[src/rtl/vga_pkg.sv]
`default_nettype none
// ============================================================================
// Module      : vga_pkg
// Description : Shared VGA constants (1024x768 @ 60 Hz timing), the sprite
//               position FSM state encoding and a coordinate clamp helper.
// Revision    : 1.0 - initial release
// ============================================================================
package vga_pkg;

    // 1024x768 @ 60 Hz, 65 MHz pixel clock
    localparam int H_TOTAL      = 1344;
    localparam int H_ACTIVE     = 1024;
    localparam int H_SYNC_START = 1048;
    localparam int H_SYNC_END   = 1184;
    localparam int V_TOTAL      = 806;
    localparam int V_ACTIVE     = 768;
    localparam int V_SYNC_START = 771;
    localparam int V_SYNC_END   = 777;

    // Sprite position request handshake states
    typedef enum logic [0:0] {
        POS_IDLE    = 1'b0,
        POS_PENDING = 1'b1
    } pos_state_t;

    // Pull a requested edge back so that the whole sprite stays on screen.
    // The sum is done in 12 bits so that a request near 2047 cannot wrap.
    function automatic logic [10:0] clamp_coord(
        input logic [10:0] req,
        input logic [11:0] size,
        input logic [11:0] limit
    );
        logic [11:0] w_end;
        w_end = {1'b0, req} + size;
        if (w_end > limit) begin
            return 11'(limit - size);
        end
        return req;
    endfunction

endpackage
`default_nettype wire

[src/rtl/vga_if.sv]
`default_nettype none
// ============================================================================
// Module      : vga_if
// Description : VGA pixel-stream bundle passed between drawing stages.
//               Modport "in" is the consumer view, "out" the producer view.
// Fields      : hcount[10:0], vcount[10:0], hsync, vsync, hblnk, vblnk,
//               rgb[11:0]
// Revision    : 1.0 - initial release
// ============================================================================
interface vga_if;
    logic [10:0] hcount;
    logic [10:0] vcount;
    logic        hsync;
    logic        vsync;
    logic        hblnk;
    logic        vblnk;
    logic [11:0] rgb;

    modport in  (input  hcount, vcount, hsync, vsync, hblnk, vblnk, rgb);
    modport out (output hcount, vcount, hsync, vsync, hblnk, vblnk, rgb);
endinterface
`default_nettype wire

[src/rtl/draw_rect_pos_ctl.sv]
`default_nettype none
// ============================================================================
// Module      : draw_rect_pos_ctl
// Description : Sprite position request handshake. A request is clamped and
//               parked in a pending register, then promoted to the active
//               position at the next frame boundary so the sprite never
//               moves mid-frame.
// Ports       : clk, rst (async, active low)
//               i_pos_x/i_pos_y/i_pos_valid : position request
//               i_boundary                  : frame boundary strobe
//               o_pos_ready                 : request can be accepted
//               o_x_act/o_y_act             : active sprite position
// Revision    : 1.0 - initial release
// ============================================================================
module draw_rect_pos_ctl
    import vga_pkg::*;
#(
    parameter int RECT_W = 48,
    parameter int RECT_H = 64
) (
    input  logic        clk,
    input  logic        rst,
    input  logic [10:0] i_pos_x,
    input  logic [10:0] i_pos_y,
    input  logic        i_pos_valid,
    input  logic        i_boundary,
    output logic        o_pos_ready,
    output logic [10:0] o_x_act,
    output logic [10:0] o_y_act
);

    pos_state_t  r_state;
    pos_state_t  w_state_nxt;
    logic        w_capture;
    logic        w_apply;
    logic [10:0] r_x_pend;
    logic [10:0] r_y_pend;
    logic [10:0] r_x_act;
    logic [10:0] r_y_act;
    logic [10:0] w_x_clamped;
    logic [10:0] w_y_clamped;

    assign w_x_clamped = clamp_coord(i_pos_x, 12'(RECT_W), 12'(H_ACTIVE));
    assign w_y_clamped = clamp_coord(i_pos_y, 12'(RECT_H), 12'(V_ACTIVE));

    always_ff @(posedge clk or negedge rst) begin
        if (!rst) begin
            r_state <= POS_IDLE;
        end else begin
            r_state <= w_state_nxt;
        end
    end

    // A request taken in IDLE during a boundary cycle is only parked: the
    // apply path is reachable from PENDING alone, so it waits a full frame.
    always_comb begin
        w_state_nxt = r_state;
        w_capture   = 1'b0;
        w_apply     = 1'b0;
        case (r_state)
            POS_IDLE: begin
                if (i_pos_valid) begin
                    w_capture   = 1'b1;
                    w_state_nxt = POS_PENDING;
                end
            end
            POS_PENDING: begin
                if (i_boundary) begin
                    w_apply     = 1'b1;
                    w_state_nxt = POS_IDLE;
                end
            end
            default: begin
                w_state_nxt = POS_IDLE;
            end
        endcase
    end

    always_ff @(posedge clk or negedge rst) begin
        if (!rst) begin
            r_x_pend <= 11'd0;
            r_y_pend <= 11'd0;
            r_x_act  <= 11'd0;
            r_y_act  <= 11'd0;
        end else begin
            if (w_capture) begin
                r_x_pend <= w_x_clamped;
                r_y_pend <= w_y_clamped;
            end
            if (w_apply) begin
                r_x_act <= r_x_pend;
                r_y_act <= r_y_pend;
            end
        end
    end

    assign o_pos_ready = (r_state == POS_IDLE);
    assign o_x_act     = r_x_act;
    assign o_y_act     = r_y_act;

endmodule
`default_nettype wire

[src/rtl/draw_rect_stage.sv]
`default_nettype none
// ============================================================================
// Module      : draw_rect_stage
// Description : Overlays a solid RECT_W x RECT_H sprite on a VGA pixel
//               stream through a 2-stage pipeline. The sprite position is
//               requested through a ready/valid handshake and takes effect
//               at the next frame boundary (rising edge of vblnk).
// Ports       : clk, rst (async, active low)
//               vga_in     : upstream pixel stream
//               vga_out    : stream delayed 2 cycles with sprite overlaid
//               pos_x/pos_y/pos_valid/pos_ready : position request
//               frame_tick : 1-cycle pulse after each frame boundary
// Revision    : 1.0 - initial release
// ============================================================================
module draw_rect_stage
    import vga_pkg::*;
#(
    parameter int          RECT_W   = 48,
    parameter int          RECT_H   = 64,
    parameter logic [11:0] RECT_RGB = 12'hF_8_0
) (
    input  logic        clk,
    input  logic        rst,
    vga_if.in           vga_in,
    vga_if.out          vga_out,
    input  logic [10:0] pos_x,
    input  logic [10:0] pos_y,
    input  logic        pos_valid,
    output logic        pos_ready,
    output logic        frame_tick
);

    logic        r_vblnk_d;
    logic        r_hist_valid;
    logic        w_boundary;
    logic        r_frame_tick;
    logic [10:0] w_x_act;
    logic [10:0] w_y_act;
    logic        w_hit;

    logic [10:0] r_s1_hcount;
    logic [10:0] r_s1_vcount;
    logic        r_s1_hsync;
    logic        r_s1_vsync;
    logic        r_s1_hblnk;
    logic        r_s1_vblnk;
    logic [11:0] r_s1_rgb;
    logic        r_s1_hit;

    logic [10:0] r_s2_hcount;
    logic [10:0] r_s2_vcount;
    logic        r_s2_hsync;
    logic        r_s2_vsync;
    logic        r_s2_hblnk;
    logic        r_s2_vblnk;
    logic [11:0] r_s2_rgb;

    // The history flag stops the first cycle after reset from looking like
    // a 0->1 vblnk edge just because the history register was cleared.
    assign w_boundary = vga_in.vblnk & ~r_vblnk_d & r_hist_valid;

    always_ff @(posedge clk or negedge rst) begin
        if (!rst) begin
            r_vblnk_d    <= 1'b0;
            r_hist_valid <= 1'b0;
            r_frame_tick <= 1'b0;
        end else begin
            r_vblnk_d    <= vga_in.vblnk;
            r_hist_valid <= 1'b1;
            r_frame_tick <= w_boundary;
        end
    end

    draw_rect_pos_ctl #(
        .RECT_W (RECT_W),
        .RECT_H (RECT_H)
    ) u_pos_ctl (
        .clk         (clk),
        .rst         (rst),
        .i_pos_x     (pos_x),
        .i_pos_y     (pos_y),
        .i_pos_valid (pos_valid),
        .i_boundary  (w_boundary),
        .o_pos_ready (pos_ready),
        .o_x_act     (w_x_act),
        .o_y_act     (w_y_act)
    );

    // Compare in 12 bits so that x_act + RECT_W can reach 2048 without wrap
    logic [11:0] w_hc;
    logic [11:0] w_vc;
    logic [11:0] w_xa;
    logic [11:0] w_ya;

    assign w_hc  = {1'b0, vga_in.hcount};
    assign w_vc  = {1'b0, vga_in.vcount};
    assign w_xa  = {1'b0, w_x_act};
    assign w_ya  = {1'b0, w_y_act};
    assign w_hit = (w_hc >= w_xa) && (w_hc < (w_xa + 12'(RECT_W))) &&
                   (w_vc >= w_ya) && (w_vc < (w_ya + 12'(RECT_H))) &&
                   !vga_in.hblnk && !vga_in.vblnk;

    always_ff @(posedge clk or negedge rst) begin
        if (!rst) begin
            r_s1_hcount <= 11'd0;
            r_s1_vcount <= 11'd0;
            r_s1_hsync  <= 1'b0;
            r_s1_vsync  <= 1'b0;
            r_s1_hblnk  <= 1'b0;
            r_s1_vblnk  <= 1'b0;
            r_s1_rgb    <= 12'd0;
            r_s1_hit    <= 1'b0;
            r_s2_hcount <= 11'd0;
            r_s2_vcount <= 11'd0;
            r_s2_hsync  <= 1'b0;
            r_s2_vsync  <= 1'b0;
            r_s2_hblnk  <= 1'b0;
            r_s2_vblnk  <= 1'b0;
            r_s2_rgb    <= 12'd0;
        end else begin
            r_s1_hcount <= vga_in.hcount;
            r_s1_vcount <= vga_in.vcount;
            r_s1_hsync  <= vga_in.hsync;
            r_s1_vsync  <= vga_in.vsync;
            r_s1_hblnk  <= vga_in.hblnk;
            r_s1_vblnk  <= vga_in.vblnk;
            r_s1_rgb    <= vga_in.rgb;
            r_s1_hit    <= w_hit;
            r_s2_hcount <= r_s1_hcount;
            r_s2_vcount <= r_s1_vcount;
            r_s2_hsync  <= r_s1_hsync;
            r_s2_vsync  <= r_s1_vsync;
            r_s2_hblnk  <= r_s1_hblnk;
            r_s2_vblnk  <= r_s1_vblnk;
            r_s2_rgb    <= r_s1_hit ? RECT_RGB : r_s1_rgb;
        end
    end

    assign vga_out.hcount = r_s2_hcount;
    assign vga_out.vcount = r_s2_vcount;
    assign vga_out.hsync  = r_s2_hsync;
    assign vga_out.vsync  = r_s2_vsync;
    assign vga_out.hblnk  = r_s2_hblnk;
    assign vga_out.vblnk  = r_s2_vblnk;
    assign vga_out.rgb    = r_s2_rgb;
    assign frame_tick     = r_frame_tick;

endmodule
`default_nettype wire

[src/flat_wrapper.sv]
// flat-port wrapper written by rule: the top's interface ports become plain ports
module draw_rect_stage_flat import vga_pkg::*;
#(
    parameter int          RECT_W   = 48,
    parameter int          RECT_H   = 64,
    parameter logic [11:0] RECT_RGB = 12'hF_8_0
)
  (clk, rst, pos_x, pos_y, pos_valid, pos_ready, frame_tick, vga_in_hcount, vga_in_vcount, vga_in_hsync, vga_in_vsync, vga_in_hblnk, vga_in_vblnk, vga_in_rgb, vga_out_hcount, vga_out_vcount, vga_out_hsync, vga_out_vsync, vga_out_hblnk, vga_out_vblnk, vga_out_rgb);
  vga_if vga_in_i ();
  vga_if vga_out_i ();
  input  logic clk;
  input  logic rst;
  input  logic [10:0] pos_x;
  input  logic [10:0] pos_y;
  input  logic pos_valid;
  output logic pos_ready;
  output logic frame_tick;
  input wire logic [$bits(vga_in_i.hcount)-1:0] vga_in_hcount;
  input wire logic [$bits(vga_in_i.vcount)-1:0] vga_in_vcount;
  input wire logic [$bits(vga_in_i.hsync)-1:0] vga_in_hsync;
  input wire logic [$bits(vga_in_i.vsync)-1:0] vga_in_vsync;
  input wire logic [$bits(vga_in_i.hblnk)-1:0] vga_in_hblnk;
  input wire logic [$bits(vga_in_i.vblnk)-1:0] vga_in_vblnk;
  input wire logic [$bits(vga_in_i.rgb)-1:0] vga_in_rgb;
  output wire logic [$bits(vga_out_i.hcount)-1:0] vga_out_hcount;
  output wire logic [$bits(vga_out_i.vcount)-1:0] vga_out_vcount;
  output wire logic [$bits(vga_out_i.hsync)-1:0] vga_out_hsync;
  output wire logic [$bits(vga_out_i.vsync)-1:0] vga_out_vsync;
  output wire logic [$bits(vga_out_i.hblnk)-1:0] vga_out_hblnk;
  output wire logic [$bits(vga_out_i.vblnk)-1:0] vga_out_vblnk;
  output wire logic [$bits(vga_out_i.rgb)-1:0] vga_out_rgb;
  assign vga_in_i.hcount = vga_in_hcount;
  assign vga_in_i.vcount = vga_in_vcount;
  assign vga_in_i.hsync = vga_in_hsync;
  assign vga_in_i.vsync = vga_in_vsync;
  assign vga_in_i.hblnk = vga_in_hblnk;
  assign vga_in_i.vblnk = vga_in_vblnk;
  assign vga_in_i.rgb = vga_in_rgb;
  assign vga_out_hcount = vga_out_i.hcount;
  assign vga_out_vcount = vga_out_i.vcount;
  assign vga_out_hsync = vga_out_i.hsync;
  assign vga_out_vsync = vga_out_i.vsync;
  assign vga_out_hblnk = vga_out_i.hblnk;
  assign vga_out_vblnk = vga_out_i.vblnk;
  assign vga_out_rgb = vga_out_i.rgb;
  draw_rect_stage #(.RECT_W(RECT_W), .RECT_H(RECT_H), .RECT_RGB(RECT_RGB)) u_core (.clk(clk), .rst(rst), .vga_in(vga_in_i), .vga_out(vga_out_i), .pos_x(pos_x), .pos_y(pos_y), .pos_valid(pos_valid), .pos_ready(pos_ready), .frame_tick(frame_tick));
endmodule
[config.mk]
export PLATFORM = sky130hd
export DESIGN_NAME = draw_rect_stage_flat
export DESIGN_NICKNAME = d
export VERILOG_FILES = /design/src/rtl/vga_pkg.sv /design/src/rtl/vga_if.sv /design/src/rtl/draw_rect_pos_ctl.sv /design/src/rtl/draw_rect_stage.sv /design/src/flat_wrapper.sv
export SDC_FILE = /design/constraint.sdc
export NUM_CORES = 1
export LEC_CHECK = 0
export ABC_AREA = 1
export BUFFER_PORTS_ARGS = -buffer_cell sky130_fd_sc_hd__buf_2
export CAP_MARGIN = 10
export CORE_MARGIN = 2
export CORE_UTILIZATION = 30
export CTS_CLUSTER_DIAMETER = 120
export DETAILED_ROUTE_END_ITERATION = 12
export PLACE_DENSITY = 0.54
export SLEW_MARGIN = 20
export SYNTH_ARGS = -nofsm -noshare
export SYNTH_HDL_FRONTEND = slang
export SYNTH_HIERARCHICAL = 1
export SYNTH_SLANG_ARGS = --single-unit
[constraint.sdc]
create_clock -name clk -period 2.4 [get_ports clk]
set_clock_uncertainty 0.05 [all_clocks]
set_input_delay 0.24 -clock clk [delete_from_list [all_inputs] [get_ports clk]]
set_output_delay 0.24 -clock clk [all_outputs]
set_load 0.02 [all_outputs]
==> results of run 1 <==
[where the power goes]
part           switching [mW]  internal, mW  total, mW
registers               0.236          2.47       2.71
logic                    1.15         0.901       2.05
clock network           0.882          1.71       2.59
[timing repair]
item	4_1_cts	5_1_grt
endpoints found under the hold margin	78	0
endpoints found under the setup margin	0	0
setup buffers	0	0
hold buffers	39	0
gates resized for setup	0	0
[cell usage after synthesis (3+ instances only)]
library cell  count
a21o_1            4
a21oi_1          11
a31oi_1           4
buf_6             3
dfrtp_1         124
ha_1             36
inv_1            64
mux2_2           13
nand2_1          90
nand2_2           3
nand3_1          14
nor2_1           49
nor2_2            3
o21ai_0          21
o22ai_1           6
or2_2             5
xor2_1            5
[metrics by stage]
step	hold WS, ns	utilization	setup WS (ns)	total power [mW]	area (sq um)
floorplan	-0.106	-	0.489	4.19	5120
global placement	0.215	0.354	0.403	4.65	5890
detailed placement	0.230	0.354	0.328	4.75	5890
CTS	0.0275	0.414	0.315	7.45	6890
global route	0.0409	0.414	0.0500	7.91	6890
finish	0.0418	0.414	0.326	7.36	6890
[area by class of cell]
type,instances,area share
clock inverters,10,0.0202
inverters,65,0.0354
well taps,220,0.0400
repair buffers,145,0.137
clock buffers,22,0.0688
multi-input cells,284,0.248
flip-flops and latches,124,0.450
[worst min-delay path by stage]
| stage | to | slack, ns | cells after the start |
|---|---|---|---|
| final | u_core/u_pos_ctl/r_y_pend[2] | 0.04 | 3 |
| after global routing | u_core/u_pos_ctl/r_y_pend[2] | 0.04 | 3 |
| after CTS | u_core/u_pos_ctl/r_y_pend[2] | 0.03 | 3 |
| after detailed placement | u_core/vga_out.hcount[3] | 0.23 | 1 |
| after global placement | u_core/vga_out.hcount[3] | 0.21 | 1 |
| after floorplan | u_core/frame_tick | -0.11 | 0 |
[layer usage]
layer	vias to the layer above	share of wire	global-route usage
met4	0	0.021	0.0532
met3	18	0.056	0.0383
met1	1635	0.49	0.158
li1	1837	-	-
met2	86	0.43	0.180
met5	-	0	0
[worst reg2reg max path, delay by kind of cell, from the launching register on]
family | cells | cell delay (ns)
buf+inv | 1 | 0.08
flops | 1 | 0.38
fa+ha+maj | 2 | 0.45
simple gates | 7 | 0.87
xor+xnor | 1 | 0.17
[cells in the final DEF, fill, tap and decap left out, types with 5 or more instances in the layout]
master         count
a21oi_1           11
buf_2            101
clkbuf_16         17
dfrtp_1          124
dlygate4sd3_1     39
ha_1              36
inv_1             64
mux2_2            13
nand2_1           90
nand3_1           14
nor2_1            49
o21ai_0           21
o22ai_1            6
or2_2              5
xor2_1             5
[state kept, by name, indices dropped and copies added, names as in the netlist, 11 cells and up]
register and flops:
u_core/r_s1_hcount 11, u_core/r_s1_rgb 12, u_core/r_s1_vcount 11, u_core/u_pos_ctl/o_x_act 11, u_core/u_pos_ctl/o_y_act 11, u_core/u_pos_ctl/r_x_pend 11
u_core/u_pos_ctl/r_y_pend 11, u_core/vga_out.hcount 11, u_core/vga_out.rgb 12, u_core/vga_out.vcount 11
[cell families after synthesis]
kind of cell,synth area share
simple gates,0.146
flops,0.607
buf+inv,0.0597
compound gates,0.0599
fa+ha+maj,0.0880
mux,0.0286
xor+xnor,0.0103
other cells,0.000733
==> flow_summary.yaml, run 1 <==
drt:
  first_iter_violations: 142
  ant_nets: 0
  avgViaCountPerCell: 4.11
  drc: 0
  firstDrtPassIters: 4
  routed_wl_um: 10100
  post_drt_wl_per_cell_um: 11.6
  vias: 3576
setup_path:
  cp.arrival_ns: 2.35
  endpoint_kind: "flop"
  reg2reg_to: "u_core/r_s1_hit"
  r2r_start: "u_core/u_pos_ctl/o_x_act[4]"
  cp_slowest_cell: "dfrtp_1"
  crit_cells: 11
  slowest_delay_ns: 0.38
  cp.required_ns: 2.68
  critical_path_class: "flop to flop"
  worstPathMaxFanout: 4
  reg2regPathDepth: 11
  cp_cell_sequence: "inv_1, ha_1, or2_1, nor3_1, xor2_1, ha_1, nand2_1, nor2_1, nor2_1, nand3_1, nor3_2"
  critPathLaunchType: "flop"
  crit_family: "simple AND/OR/NAND/NOR gates"
  ff2ff_setup_slack_ns: 0.33
  cp_num_buf_inv: 1
  cp-endpoint: "u_core/r_s1_hit"
  startpoint: "u_core/u_pos_ctl/o_x_act[4]"
clocking:
  tritoncts: "yes"
  clock_path_buffers: 2
  clock-sinks: 124
  insertion_delay_ns: 0.41
  cts_max_level: 4
  clk_pin_slew_worst_paths_ns: 0.06
  cts-root-buf: "clkbuf_16"
  cts_buffers: 17
status:
  outcome: "complete, no violations"
sta:
  tightest_slew_ns: 0.590
  fin_crit_sh: 0.864
  hold_viol: 0
  rsz0062_at_grt: "no"
  setup_tns_ns: 0
  post-route-min-period_ns: 2.07
  drv_slew: 0
  setup_violations: 0
  max_freq_mhz: 482
  relSlewSlack: 0.606
pwr:
  p_leak_nw: 3.44
  ir_worst_vdd_v: 0.000509
  p_per_area_nw_per_um2: 1070
yosys:
  netlist_instances: 481
  yosysWarnings: 6
  avgSynthCellArea_sq_um: 10.6
  seq_area_frac_synth: 0.607
  synth_top_area_frac: 0.607
  yosys_register_bits: 124
  ys_types: 36
  syn-num-nets: 580
  netlist_area_sq_um: 5120
  synth_edf_count: 0
  synthArstFlopShare: 1.00
  synth_flop_cell: "dfrtp_1"
  synthTopCellsByArea: "dfrtp_1, ha_1, nand2_1, inv_1, nor2_1"
  synth_top_area_cell: "dfrtp_1"
global_routing:
  grt_pass1_vias: 3670
  grt_max_degree: 52
  antenna_found_initial: 0
  grt.total_usage: 0.119
  grt_pass1_wl_um: 17100
  grt_overflow: 0
floorplan:
  start_util: 0.307
  io_pins: 103
  core-area_sq_um: 16600
  num_rows: 47
  die-area_sq_um: 18100
  die_h_um: 135
  dieWidth_um: 135
layout:
  nFillCells: 1615
  instances_no_fill: 870
  drive_gt1_frac: 0.257
  antenna_cells: 0
  multi_input_area_sq_um: 1710
  fin_nets: 736
  register_area_sq_um: 3100
  area_growth_syn_to_layout_pct: 34.7
placement:
  hpwl_um: 7450
  port_buffers: 102
  place.gp.congestion: 0.850
  dp.cells: 799
worst_hold_path:
  min_path_type: "primary input to flop"
  hp-start: "pos_y[2]"
flow_run:
  maxCapViolCount: 0
Note: power is estimated with default switching activity, not from simulation.
==> run 2: changes to the inputs <==
clock period = 2.1 ns   (was 2.4 ns; I/O delays follow)
==> run 2 against run 1 <==
Clock power increased by 8.5%. Total power increased by 14%. Sequential power increased by 14%. Global-route usage increased by 0.18 points. Final cell count increased by 1.0%. Sequential cell count unchanged. Routed wire length about the same. Critical path type unchanged.
==> flow_summary.yaml, run 2 (synthesized netlist as in run 1, its figures left out) <==
status:
  outcome: "complete, no violations"
pwr:
  p_per_area_nw_per_um2: 1200
  p_leak_nw: 3.47
  ir_worst_vdd_v: 0.000550
setup_path:
  critical_path_class: "flop to flop"
  crit_family: "simple AND/OR/NAND/NOR gates"
  cp_common_cell: "nor2_1"
  slowest_delay_ns: 0.36
  reg2regPathDepth: 11
  cp_slowest_cell: "dfrtp_1"
  cp.required_ns: 2.39
  cp_num_buf_inv: 1
  critPathLaunchType: "flop"
  crit_cells: 11
  cp.arrival_ns: 2.30
  endpoint_kind: "flop"
  worstPathMaxFanout: 4
  cp_cell_sequence: "inv_1, ha_2, or2_4, nor3_4, xor2_1, ha_1, nand2_2, nor2_1, nor2_1, nand3_1, nor3_2"
clocking:
  insertion_delay_ns: 0.42
  tritoncts: "yes"
  clock_path_buffers: 2
  cts_buffers: 17
  cts_max_level: 4
  clock-sinks: 124
  clk_pin_slew_worst_paths_ns: 0.06
  cts-root-buf: "clkbuf_16"
floorplan:
  die-area_sq_um: 18100
  die_h_um: 135
  core-area_sq_um: 16600
  dieWidth_um: 135
  io_pins: 103
  num_rows: 47
  start_util: 0.307
global_routing:
  antenna_found_initial: 0
  grt_pass1_vias: 3605
  grt_overflow: 0
  grt.total_usage: 0.121
  grt_max_degree: 63
  grt_pass1_wl_um: 17000
drt:
  routed_wl_um: 10100
  drc: 0
  avgViaCountPerCell: 4.08
  vias: 3590
  firstDrtPassIters: 4
  first_iter_violations: 176
  post_drt_wl_per_cell_um: 11.5
  ant_nets: 0
layout:
  antenna_cells: 0
  fin_area_sq_um: 6970
  final_cell_mix: "dfrtp_1, buf_2, nand2_1, inv_1, nor2_1"
  fin_util: 0.419
  fin_nets: 745
  area_growth_syn_to_layout_pct: 36.3
  layout_commonest_cell: "dfrtp_1"
  drive_gt1_frac: 0.267
  instances_no_fill: 879
worst_hold_path:
  min_path_type: "primary input to flop"
  hold_depth: 3
sta:
  setup_violations: 0
  tightest_slew_ns: 0.591
  rsz0062_at_grt: "yes"
  timing.hold.ws_ns: 0.0213
  max_freq_mhz: 498
  hold_viol: 0
  drv_slew: 0
  setup_ws_ns: 0.0931
  relSlewSlack: 0.605
  fin_crit_sh: 0.956
  post-route-min-period_ns: 2.01
flow_run:
  maxCapViolCount: 0
placement:
  placed_cell_area_sq_um: 5890
  place.gp.congestion: 0.801
  hpwl_um: 7420
  dp_slack_ns: 0.0725
  dp.cells: 800
  port_buffers: 102
## run 2: changes by cell type in the layout (fill, tap and decap cells not counted), sizes merged
cell and delta:
dlygate4sd3 +7, clkbuf -4, clkinv +4, buf +2, bufinv -1, clkinvlp +1
## run 2: worst paths after layout
path	start	to	slack [ns]
worst max-delay path	u_core/u_pos_ctl/o_x_act[5]	u_core/r_s1_hit	0.09
worst min-delay path	pos_y[1]	u_core/u_pos_ctl/r_y_pend[1]	0.02
worst max register to register	u_core/u_pos_ctl/o_x_act[5]	u_core/r_s1_hit	0.09
worst min register to register	u_core/r_s1_vcount[4]	u_core/vga_out.vcount[4]	0.29
max in group asynchronous	rst	u_core/u_pos_ctl/o_y_act[4]	1.02
min in group asynchronous	rst	u_core/vga_out.hcount[8]	0.27
## run 2: metal layers
layer / GRT usage / share of wire / wire, um / up-vias
met5: 0 / 0 / 0 / -
met1: 0.159 / 0.49 / 4930 / 1631
met3: 0.0405 / 0.051 / 519 / 20
li1: - / - / - / 1862
met4: 0.0649 / 0.023 / 236 / 0
met2: 0.177 / 0.44 / 4400 / 77
## run 2: layout make-up
class	count	area (sq um)
fill	1597	9670
timing repair buffer	154	1030
clock inverter	14	148
clock buffer	18	439
inverter	65	244
multi-input combinational	284	1730
sequential	124	3100
tap	220	275
## run 2: where the power goes
group / leakage (nW) / total, mW / internal (mW) / switching (mW)
Sequential: 1.47 / 3.09 / 2.82 / 0.263
Combinational: 1.72 / 2.47 / 1.10 / 1.37
Clock: 0.274 / 2.81 / 1.77 / 1.04
Total: 3.47 / 8.37 / 5.70 / 2.67
## run 2: through the flow
stage,total power [mW],TNS [ns]
final,8.37,0
after global routing,9.02,-0.0449
after CTS,8.36,0
after detailed placement,5.44,0
after global placement,5.33,0
after floorplan,4.79,0
## run 2: worst reg2reg max path, delay by kind of cell, from the launching register on
kind | cells | cell delay (ns)
simple gates | 7 | 0.84
fa+ha+maj | 2 | 0.44
flops | 1 | 0.36
xor+xnor | 1 | 0.17
buf+inv | 1 | 0.07
## run 2: what timing repair did
item | 4_1_cts | 5_1_grt
setup buffers | 0 | 1
setup endpoints to repair | 0 | 1
hold buffers | 46 | 0
hold endpoints to repair | 86 | 0
gates resized for setup | 0 | 8
